**src/rtl/packet_pkg.sv**
```systemverilog
// Shared types and constants for the four-port packet switch.
// Packet layout is {data[7:0], target[3:0], source[3:0]}.
package packet_pkg;

  localparam int NUM_PORTS    = 4;
  localparam int DEPTH        = 8;
  localparam int PACKET_WIDTH = 16;
  localparam int PTR_WIDTH    = $clog2(DEPTH);
  localparam int COUNT_WIDTH  = $clog2(DEPTH + 1);

  // Header field slices inside a stored packet
  localparam int SOURCE_LSB = 0;
  localparam int SOURCE_MSB = 3;
  localparam int TARGET_LSB = 4;
  localparam int TARGET_MSB = 7;
  localparam int DATA_LSB   = 8;
  localparam int DATA_MSB   = 15;

  typedef enum logic [1:0] {
    UNICAST,
    MULTICAST,
    BROADCAST,
    INVALID
  } pkt_type_e;

  typedef enum logic {
    IDLE,
    SERVE
  } port_state_e;

  // Number of set bits in a 4-bit mask
  function automatic logic [2:0] popcount4(input logic [3:0] mask);
    return {2'b00, mask[0]} + {2'b00, mask[1]} + {2'b00, mask[2]} + {2'b00, mask[3]};
  endfunction

  // Classify a packet by how many outputs its target mask names
  function automatic pkt_type_e decode_type(input logic [3:0] target);
    case (popcount4(target))
      3'd1:       return UNICAST;
      3'd2, 3'd3: return MULTICAST;
      3'd4:       return BROADCAST;
      default:    return INVALID;
    endcase
  endfunction

  // Sender ids are one-hot; anything else marks a corrupt header
  function automatic logic source_is_one_hot(input logic [3:0] source);
    return popcount4(source) == 3'd1;
  endfunction

  // Pointer increment that wraps at DEPTH even if DEPTH is not a power of two
  function automatic logic [PTR_WIDTH-1:0] next_ptr(input logic [PTR_WIDTH-1:0] ptr);
    if (ptr == PTR_WIDTH'(DEPTH - 1)) begin
      return '0;
    end
    return ptr + PTR_WIDTH'(1);
  endfunction

  // Assemble the stored packet word from its fields
  function automatic logic [PACKET_WIDTH-1:0] pack_packet(input logic [3:0] source,
                                                          input logic [3:0] target,
                                                          input logic [7:0] data);
    return {data, target, source};
  endfunction

endpackage

```
**src/rtl/sw_arbiter.sv**
```systemverilog
// Round-robin arbiter for one output: picks one requesting input per cycle,
// then moves priority to the input after the one it granted.
module sw_arbiter
  import packet_pkg::*;
(
  input  logic       clk,
  input  logic       rst,
  input  logic [3:0] request,
  output logic [3:0] grant
);

  logic [1:0] ptr;
  logic [1:0] grant_idx;
  logic [1:0] cand;
  logic       found;

  // Scan inputs starting at the priority pointer and grant the first requester
  always_comb begin
    grant     = '0;
    grant_idx = ptr;
    cand      = ptr;
    found     = 1'b0;
    for (int i = 0; i < NUM_PORTS; i++) begin
      cand = ptr + 2'(i);
      if (!found && request[cand]) begin
        grant[cand] = 1'b1;
        grant_idx   = cand;
        found       = 1'b1;
      end
    end
  end

  // Priority pointer: stays put when idle, otherwise points past the winner
  always_ff @(posedge clk) begin
    if (rst) begin
      ptr <= '0;
    end else if (found) begin
      ptr <= grant_idx + 2'd1;
    end
  end

endmodule

```
**src/rtl/sw_fifo.sv**
```systemverilog
// Per-port input FIFO: first-word fall-through head, registered occupancy count.
// Writes while full are refused even if a pop happens in the same cycle.
module sw_fifo
  import packet_pkg::*;
(
  input  logic                    clk,
  input  logic                    rst,
  input  logic                    wr_en,
  input  logic [PACKET_WIDTH-1:0] wr_data,
  input  logic                    rd_en,
  output logic [PACKET_WIDTH-1:0] rd_data,
  output logic [COUNT_WIDTH-1:0]  count
);

  logic [PACKET_WIDTH-1:0] mem [DEPTH];
  logic [PTR_WIDTH-1:0]    wr_ptr;
  logic [PTR_WIDTH-1:0]    rd_ptr;
  logic                    full;
  logic                    empty;
  logic                    do_write;
  logic                    do_read;

  assign full     = (count == COUNT_WIDTH'(DEPTH));
  assign empty    = (count == '0);
  assign do_write = wr_en && !full;
  assign do_read  = rd_en && !empty;
  assign rd_data  = mem[rd_ptr];

  // Storage array; contents need no reset because count guards every read
  always_ff @(posedge clk) begin
    if (do_write) begin
      mem[wr_ptr] <= wr_data;
    end
  end

  // Pointers and occupancy; a simultaneous write and pop leaves count unchanged
  always_ff @(posedge clk) begin
    if (rst) begin
      wr_ptr <= '0;
      rd_ptr <= '0;
      count  <= '0;
    end else begin
      if (do_write) begin
        wr_ptr <= next_ptr(wr_ptr);
      end
      if (do_read) begin
        rd_ptr <= next_ptr(rd_ptr);
      end
      case ({do_write, do_read})
        2'b10:   count <= count + COUNT_WIDTH'(1);
        2'b01:   count <= count - COUNT_WIDTH'(1);
        default: count <= count;
      endcase
    end
  end

endmodule

```
**src/rtl/sw_port.sv**
```systemverilog
// One switch input: admission filter, input FIFO and the IDLE/SERVE service FSM.
// The head packet stays in the FIFO until every output in its mask has taken it.
module sw_port
  import packet_pkg::*;
(
  input  logic       clk,
  input  logic       rst,
  input  logic       valid_in,
  input  logic [3:0] source_in,
  input  logic [3:0] target_in,
  input  logic [7:0] data_in,
  input  logic [3:0] grant,
  output logic [3:0] request,
  output logic [3:0] head_source,
  output logic [3:0] head_target,
  output logic [7:0] head_data
);

  pkt_type_e               pkt_type;
  port_state_e             current_state;
  logic                    accept;
  logic                    fifo_full;
  logic                    fifo_empty;
  logic [COUNT_WIDTH-1:0]  fifo_count;
  logic [PACKET_WIDTH-1:0] head;
  logic [3:0]              pending;
  logic [3:0]              remaining;
  logic                    pop;

  assign pkt_type   = decode_type(target_in);
  assign fifo_full  = (fifo_count == COUNT_WIDTH'(DEPTH));
  assign fifo_empty = (fifo_count == '0);
  assign accept     = valid_in && (pkt_type != INVALID) && source_is_one_hot(source_in)
                      && !fifo_full;

  assign head_source = head[SOURCE_MSB:SOURCE_LSB];
  assign head_target = head[TARGET_MSB:TARGET_LSB];
  assign head_data   = head[DATA_MSB:DATA_LSB];

  assign request   = pending;
  assign remaining = pending & ~grant;
  assign pop       = (current_state == SERVE) && (remaining == '0);

  sw_fifo u_fifo (
    .clk     (clk),
    .rst     (rst),
    .wr_en   (accept),
    .wr_data (pack_packet(source_in, target_in, data_in)),
    .rd_en   (pop),
    .rd_data (head),
    .count   (fifo_count)
  );

  // Service FSM: latch the head mask, then clear bits as outputs grant them
  always_ff @(posedge clk) begin
    if (rst) begin
      current_state <= IDLE;
      pending       <= '0;
    end else begin
      case (current_state)
        IDLE: begin
          if (!fifo_empty) begin
            current_state <= SERVE;
            pending       <= head_target;
          end
        end
        SERVE: begin
          if (remaining == '0) begin
            current_state <= IDLE;
            pending       <= '0;
          end else begin
            pending <= remaining;
          end
        end
        default: begin
          current_state <= IDLE;
          pending       <= '0;
        end
      endcase
    end
  end

endmodule

```
**src/rtl/four_port_switch.sv**
```systemverilog
// Four-port packet switch: per-input FIFOs and FSMs, one round-robin arbiter
// per output, and registered delivery of the granted head packet.
module four_port_switch
  import packet_pkg::*;
(
  input  logic            clk,
  input  logic            rst,
  input  logic [3:0]      valid_in,
  input  logic [3:0][3:0] source_in,
  input  logic [3:0][3:0] target_in,
  input  logic [3:0][7:0] data_in,
  output logic [3:0]      valid_out,
  output logic [3:0][3:0] source_out,
  output logic [3:0][3:0] target_out,
  output logic [3:0][7:0] data_out
);

  logic [3:0][3:0] port_request;
  logic [3:0][3:0] port_grant;
  logic [3:0][3:0] arb_request;
  logic [3:0][3:0] arb_grant;
  logic [3:0][3:0] head_source;
  logic [3:0][3:0] head_target;
  logic [3:0][7:0] head_data;
  logic [3:0]      sel_valid;
  logic [3:0][3:0] sel_source;
  logic [3:0][3:0] sel_target;
  logic [3:0][7:0] sel_data;

  for (genvar p = 0; p < NUM_PORTS; p++) begin : g_port
    sw_port u_port (
      .clk         (clk),
      .rst         (rst),
      .valid_in    (valid_in[p]),
      .source_in   (source_in[p]),
      .target_in   (target_in[p]),
      .data_in     (data_in[p]),
      .grant       (port_grant[p]),
      .request     (port_request[p]),
      .head_source (head_source[p]),
      .head_target (head_target[p]),
      .head_data   (head_data[p])
    );
  end

  for (genvar k = 0; k < NUM_PORTS; k++) begin : g_arb
    sw_arbiter u_arb (
      .clk     (clk),
      .rst     (rst),
      .request (arb_request[k]),
      .grant   (arb_grant[k])
    );
  end

  // Regroup per-input request masks into per-output request vectors
  always_comb begin
    arb_request = '0;
    for (int k = 0; k < NUM_PORTS; k++) begin
      for (int p = 0; p < NUM_PORTS; p++) begin
        arb_request[k][p] = port_request[p][k];
      end
    end
  end

  // Regroup per-output grants into the set of outputs granting each input
  always_comb begin
    port_grant = '0;
    for (int p = 0; p < NUM_PORTS; p++) begin
      for (int k = 0; k < NUM_PORTS; k++) begin
        port_grant[p][k] = arb_grant[k][p];
      end
    end
  end

  // Select the head packet of whichever input each output granted
  always_comb begin
    sel_valid  = '0;
    sel_source = '0;
    sel_target = '0;
    sel_data   = '0;
    for (int k = 0; k < NUM_PORTS; k++) begin
      for (int p = 0; p < NUM_PORTS; p++) begin
        if (arb_grant[k][p]) begin
          sel_valid[k]  = 1'b1;
          sel_source[k] = head_source[p];
          sel_target[k] = head_target[p];
          sel_data[k]   = head_data[p];
        end
      end
    end
  end

  // Output registers: one-cycle strobe with the full original header
  always_ff @(posedge clk) begin
    if (rst) begin
      valid_out  <= '0;
      source_out <= '0;
      target_out <= '0;
      data_out   <= '0;
    end else begin
      valid_out  <= sel_valid;
      source_out <= sel_source;
      target_out <= sel_target;
      data_out   <= sel_data;
    end
  end

endmodule

```
**config.mk**
```make
export PLATFORM = sky130hd
export DESIGN_NAME = four_port_switch
export DESIGN_NICKNAME = d
export VERILOG_FILES = /design/src/rtl/packet_pkg.sv /design/src/rtl/sw_arbiter.sv /design/src/rtl/sw_fifo.sv /design/src/rtl/sw_port.sv /design/src/rtl/four_port_switch.sv
export SDC_FILE = /design/constraint.sdc
export NUM_CORES = 1
export LEC_CHECK = 0
export BUFFER_PORTS_ARGS = -buffer_cell sky130_fd_sc_hd__buf_2
export CAP_MARGIN = 20
export CELL_PAD_IN_SITES_DETAIL_PLACEMENT = 0
export CELL_PAD_IN_SITES_GLOBAL_PLACEMENT = 1
export CORE_MARGIN = 5
export CORE_UTILIZATION = 55
export CTS_CLUSTER_DIAMETER = 150
export DETAILED_ROUTE_END_ITERATION = 12
export PLACE_DENSITY_LB_ADDON = 0.1
export SLEW_MARGIN = 10
export SYNTH_ARGS = -nofsm -noshare
export SYNTH_HDL_FRONTEND = slang
export SYNTH_HIERARCHICAL = 1
export SYNTH_SLANG_ARGS = --single-unit
```
**constraint.sdc**
```tcl
create_clock -name clk -period 7.09 [get_ports clk]
set_input_delay 0.3545 -clock clk [delete_from_list [all_inputs] [get_ports clk]]
set_output_delay 0.3545 -clock clk [all_outputs]
set_load 0.05 [all_outputs]
```
# After elaboration in Yosys (flattened, before gate mapping)

Memories as Yosys holds them, arrays and structs flattened. A register that Yosys moved wholly into a read port is not among the register bits.
Cells that the tools add are included.

Memory bits (writable): 512
Bits of input ports: 70
Register bits after elaboration: 136
Memories kept: 4
Output and inout bits: 68

Equality and inequality tests: 48
Add/subtract/negate cells: 56
Mux-type cells: 260
Order comparisons: 32
Reduce and logical (&&, ||, !) cells: 88
Bitwise gates (word level): 24

Memory list:

| name                        | words | width | rd ports | clocked after Yosys merged registers in | write ports | line          | RTL |
|---|---|---|---|---|---|---|---|
| g_port[0].u_port.u_fifo.mem | 8     | 16    | 1        | 1                                       | 1           | sw_fifo.sv:15 | `logic [PACKET_WIDTH-1:0] mem [DEPTH];` |
| g_port[1].u_port.u_fifo.mem | 8     | 16    | 1        | 1                                       | 1           | sw_fifo.sv:15 |  |
| g_port[2].u_port.u_fifo.mem | 8     | 16    | 1        | 1                                       | 1           | sw_fifo.sv:15 |  |
| g_port[3].u_port.u_fifo.mem | 8     | 16    | 1        | 1                                       | 1           | sw_fifo.sv:15 |  |

Operator list:

| cell                                                              | count |
|---|---|
| two-way mux 4 bit                                                 | 56 |
| two-way mux 8 bit                                                 | 16 |
| two-way mux 1 bit                                                 | 104 |
| two-way mux 3 bit                                                 | 24 |
| case mux 4 bit (2 select lines)                                   | 8 |
| logical AND 1 bit                                                 | 52 |
| adder 3 x 1 -> 3 bit                                              | 16 |
| < comparator 2 x 3 -> 1 bit, second input constant                | 16 |
| bitwise OR 4 bit                                                  | 12 |
| == test 3 bit, second input constant                              | 12 |
| binary-select mux 1 bit (select 2 bit)                            | 16 |
| demux 1 bit (select 2 bit)                                        | 16 |
| greater-or-equal comparator 2 x 1 -> 1 bit, second input constant | 16 |
| zero test 4 bit                                                   | 8 |
| adder 3 x 1 -> 3 bit, second input constant                       | 8 |
| == test 3 x 1 -> 1 bit, second input constant                     | 8 |
| == test 3 x 2 -> 1 bit, second input constant                     | 8 |
| two-way mux 2 bit                                                 | 12 |
| case mux 2 bit (3 select lines)                                   | 4 |
| zero test 1 bit                                                   | 20 |
| adder 1 x 1 -> 2 bit                                              | 8 |
| adder 2 x 1 -> 2 bit, second input constant                       | 8 |
| adder 2 bit, second input constant                                | 8 |
| adder 4 x 1 -> 4 bit, second input constant                       | 4 |
| 11 further kinds                                                  | 48 |

# Depth between registers and ports, before layout

Depth after elaboration: 22
Mapped depth: 21
Gate-level depth less buffers: 19

# Modules after synthesis

The synthesis kept the hierarchy.

By module, submodules not included:

| module                                 | cells an instance | seq. area each (sq um) | instances | area each (sq um) |
|---|---|---|---|---|
| sw_fifo at g_port[0].u_port.u_fifo ... | 259               | 4103.9                 | 3         | 5590.4 |
| sw_fifo at g_port[2].u_port.u_fifo     | 258               | 4103.9                 | 1         | 5586.6 |
| four_port_switch                       | 393               | 1361.3                 | 1         | 3697.3 |
| sw_port                                | 52                | 100.1                  | 4         | 456.7 |
| sw_arbiter at g_arb[1].u_arb ...       | 66                | 40.0                   | 2         | 546.8 |
| sw_arbiter at g_arb[3].u_arb           | 63                | 40.0                   | 1         | 558.0 |
| sw_arbiter at g_arb[0].u_arb           | 62                | 40.0                   | 1         | 545.5 |

# Worst setup path after synthesis

Ideal clock, no wire load.

Path type: reg2reg
From: reg g_arb[0].u_arb.ptr[0]
To: reg g_port[2].u_port.u_fifo.count[2]
Path slack: 2.664 ns
Cell stages (with the launch flop): 21
Setup time: 0.071 ns
Arrival time: 4.355 ns
Path buffers: 2
Data required time: 7.019 ns
Cells stage by stage: dfxtp_1 buf_6 inv_1 ha_1 buf_2 or4_1 o22ai_2 o21ai_0 o221ai_1 inv_1 a2111oi_0 and2_1 o21ai_2 inv_1 ha_1 xor2_1 ha_1 a21oi_1 xor2_1 or3_1 a21oi_1

RTL lines:

| item                   | line             | RTL |
|---|---|---|
| start, declared        | sw_arbiter.sv:12 | `logic [1:0] ptr;` |
| start signal, assigned | sw_arbiter.sv:38 | `ptr <= grant_idx + 2'd1;` |
| end signal, assigned   | sw_fifo.sv:50    | `2'b10: count <= count + COUNT_WIDTH'(1);` |
| end signal, assigned   | sw_fifo.sv:51    | `2'b01: count <= count - COUNT_WIDTH'(1);` |
| end signal, assigned   | sw_fifo.sv:52    | `default: count <= count;` |
| end, declared          | sw_fifo.sv:12    | `output logic [COUNT_WIDTH-1:0] count` |

==> key figures <==
Synth
  • Syn. warnings: 6
  • Post-Syn Nets: between 2000 and 2500
  • Post-synth EDFFs: just over 500
  • Yosys cell types: 70
  • FF+latch count, synth: 660
  • Synth Area per Inst: roughly 16 sq um
  • Post-Synthesis Cells: ~1900
  • Async SR Flop Fraction: 0%
  • Cell Area, Synth: 30100 sq um
  • Primary FF master, synth: edfxtp_1
  • Part of the Yosys area used for sequential elements: 61.0%

Routing
  • DR pass1 iterations: 6
  • WL final: around 72000 um
  • Via density: between 6 and 7
  • DR WL/cell: between 20 and 30 um
  • Via Count: 17800
  • Antenna-violating nets left: 0
  • Number of remaining DRC errors: 0
  • 1st-iter DRT viols: around 1500

Global route
  • Largest net degree at the start of global routing: between 60 and 70
  • Initial antenna violation count: 1
  • GRT Total Usage: a little under a quarter
  • Vias in the first global route: between 15000 and 20000
  • Overflow after GRT: 0
  • Global-route wire length before repair: approximately 110000 um

Worst setup path
  • Cells on worst reg2reg path: 19
  • Startpoint types: register
  • Critical path class: register to register
  • CP Max Fanout: 19
  • Worst R2R Setup Slack: approximately 1.4 ns
  • Reg2reg start: g_arb[1].u_arb/ptr[0]$_SDFFE_PP0P_
  • Crit Reg-Reg Endpoint: g_port[1].u_port/u_fifo/count[2]$_SDFFE_PP0P_
  • Endpoint type of the worst setup path: register
  • Critical path data arrival time: around 6.2 ns
  • Worst path required time: ~7.6 ns

Status
  • Outcome: completed

Finish
  • Fillers: slightly below 4000
  • Ant. Diodes: 0
  • Proportion of layout cells with a drive suffix above 1: between 20% and 30%
  • Fin nets: 2195
  • Fin area: roughly 34000 sq um
  • Area delta synth->final: 12.7%

Timing
  • Unrepaired setup endpoints after global routing: false
  • Slew headroom: between 20% and 30%
  • Post-route clock skew: a little under 0.03 ns
  • Final period utilization: between 70 and 80%
  • Setup TNS Final: 0 ns
  • Slew @ Worst Pin: about 1.1 ns
  • Final min period: about 5.7 ns
  • Final hold violation count: 0
  • Final Setup Violations: 0
  • Max-slew violation count: 0
  • Fmax: 0.177 GHz

Floorplan
  • Die W: approximately 240 um
  • Std-Cell Core Area: 54000 sq um
  • Die height: between 200 and 250 um
  • Io pins: roughly 140
  • DIE AREA: 59500 sq um
  • Num rows: 85
  • Initial Util: between 50 and 60%

Hold path
  • HP Start: source_in[0]
  • Hold/Removal Path Class: input pin to register
  • Hold path depth: 1
  • Worst Hold Endpoint: g_port[0].u_port/u_fifo/mem[4][0]$_DFFE_PP_

CTS
  • Clk sink count: between 600 and 700
  • Clk slew on worst S/H paths: ~0.06 ns
  • Hold_buf cts: 28
  • H-tree levels: 3
  • Clock Latency Late Sink: 0.62 ns
  • CTS tree: built
  • Clk buf depth: 3
  • Postcts setup bufs: 0
  • PostCTS Resize Cnt: 0
  • TritonCTS buffer count: 70
  • Clock Root Buffer: clkbuf_16

Pwr
  • Lkg Pwr: roughly 12 nW
  • P per Cell Area: around 300 nW/um^2
  • Total power: roughly 9.9 mW
  • Worst VDD drop: about 0.24 mV

Place
  • GP Congestion: 0.863
  • Port bufs: 137
  • DP Area: 31300 sq um
  • Final HPWL DP: between 40000 and 50000 um

Job
  • Max Cap Viol: 0
-- through the flow --
stage | hold slack, ns | worst slack (ns) | cells | util, %
2_1_floorplan | 0.423 | 2.66 | 1893 | -
3_3_place_gp | 0.462 | 1.72 | 2648 | 57.9
3_5_place_dp | 0.481 | 1.52 | 2648 | 57.9
4_1_cts | 0.000631 | 1.42 | 2804 | 62.8
5_1_grt | 0.00816 | 1.04 | 2804 | 62.8
6_report | 0.0290 | 1.43 | 2804 | 62.8
-- cell families after synthesis --
kind of cell	count (synthesis)	synth area share [%]
buffers and inverters	175	3.69
adders and majority gates	73	3.24
AOI/OAI and AO/OA	287	7.90
and+or+nand+nor	447	8.44
muxes	237	15.4
DFF	660	61.0
xor gates and xnor gates	14	0.408
-- final cells by class --
cell class / count / area [sq um] / share of cell area [%]
sequential: 660 / 18300 / 54.1
clock buffer: 100 / 2050 / 6.06
multi-input combinational: 1058 / 10900 / 32.1
timing repair buffer: 204 / 1260 / 3.72
inverter: 58 / 218 / 0.642
clock inverter: 28 / 287 / 0.845
tap: 696 / 871 / 2.57
-- layout by cell type, fill, tap and decap left out, drive strengths merged, types with 12 or more instances in the layout --
master | Yosys | layout
edfxtp | 512 | 512
and2b | 12 | 12
inv | 58 | 62
or3 | 28 | 28
xor2 | 12 | 12
a22oi | 16 | 16
and4b | 16 | 16
clkbuf | 49 | 100
nor3 | 36 | 36
nor2 | 77 | 77
nand2b | 18 | 18
o32ai | 66 | 66
mux4 | 138 | 138
o21ai | 30 | 30
dlygate4sd3 | 0 | 28
nor2b | 76 | 76
clkinv | 0 | 18
mux2 | 70 | 70
a21oi | 37 | 37
dfxtp | 148 | 148
nor4b | 16 | 16
o22ai | 14 | 14
a221oi | 64 | 64
nand2 | 115 | 115
mux2i | 29 | 29
buf | 68 | 176
nor4 | 16 | 16
ha | 65 | 65
-- worst max-delay path, cell delays in order, from the launching register on --
cell and delay, ns:
dfxtp_1 0.73, inv_1 0.14, ha_1 0.48, mux4_2 0.63, nor2b_1 0.27, a22oi_1 0.11
nor2_1 0.12, a221o_1 0.69, nor2b_1 0.15, a2111oi_0 0.56, and2_1 0.23, o21ai_2 0.10
inv_1 0.12, ha_1 0.26, xor2_1 0.18, ha_1 0.16, a21oi_1 0.05, xor2_1 0.16
or3_1 0.30, a21oi_1 0.14
-- Yosys cell counts (all sizes together) (6+ instances only) --
cell       n  area, sq um
o21ai     30          225
o22ai     14          100
edfxtp   512        15400
or3b       7         61.3
nand2    115          432
a221o      8         80.1
or2        8         50.0
clkbuf    49          294
mux2i     29          290
nor4b     16          140
o221ai     8         70.1
xor2      12          105
a2111oi   10          140
nor2b     76          475
nor2      77          299
and4b     16          160
a21oi     37          185
fa         8          160
or3       28          195
buf       68          597
a221oi    64          561
a22oi     16          120
nand2b    18          113
a211oi     8         60.1
nor4      16          160
dfxtp    148         2960
and2       6         42.5
and2b     12          104
mux2      70          788
inv       58          218
nor3      36          180
mux4     138         3540
ha        65          813
o32ai     66          578
-- report_power, final --
group	switching (mW)	total, mW	internal (mW)
clock	1.50	3.65	2.15
combinational	1.14	1.74	0.604
sequential	0.176	4.49	4.32
-- how the worst max path moves through the flow --
| stage | depth (start not counted) | start | endpoint |
|---|---|---|---|
| CTS | 19 | g_arb[1].u_arb/ptr[0]$_SDFFE_PP0P_ | g_port[1].u_port/u_fifo/count[2]$_SDFFE_PP0P_ |
| global route | 19 | g_arb[1].u_arb/ptr[0]$_SDFFE_PP0P_ | g_port[1].u_port/u_fifo/count[2]$_SDFFE_PP0P_ |
| finish | 19 | g_arb[1].u_arb/ptr[0]$_SDFFE_PP0P_ | g_port[1].u_port/u_fifo/count[2]$_SDFFE_PP0P_ |
| floorplan | 20 | g_arb[0].u_arb/ptr[0]$_SDFFE_PP0P_ | g_port[2].u_port/u_fifo/count[2]$_SDFFE_PP0P_ |
| global placement | 19 | g_arb[1].u_arb/ptr[0]$_SDFFE_PP0P_ | g_port[1].u_port/u_fifo/count[2]$_SDFFE_PP0P_ |
| detailed placement | 19 | g_arb[1].u_arb/ptr[0]$_SDFFE_PP0P_ | g_port[1].u_port/u_fifo/count[2]$_SDFFE_PP0P_ |
-- state kept, by name (all words and copies together), names as in the netlist, named ones only --
register / flops
g_arb.u_arb/ptr: 8
g_port.u_port/request: 16
g_port.u_port/u_fifo/rd_ptr: 12
g_port.u_port/u_fifo/count: 16
g_port.u_port/current_state: 4
g_port.u_port/u_fifo/mem: 512
source_out: 16
valid_out: 4
data_out: 32
g_port.u_port/u_fifo/wr_ptr: 12
target_out: 16
-- per-layer routing --
| metal | GRT usage [%] | share of wire [%] | up-vias | routed length [um] |
|---|---|---|---|---|
| met5 | 0 | 0 | - | 0 |
| met2 | 38.3 | 48 | 570 | 34600 |
| met1 | 34.2 | 44 | 9116 | 31400 |
| met4 | 6.32 | 2.2 | 0 | 1610 |
| li1 | - | - | 7988 | - |
| met3 | 3.93 | 5.7 | 99 | 4060 |
Note: power is estimated with default switching activity, not from simulation.
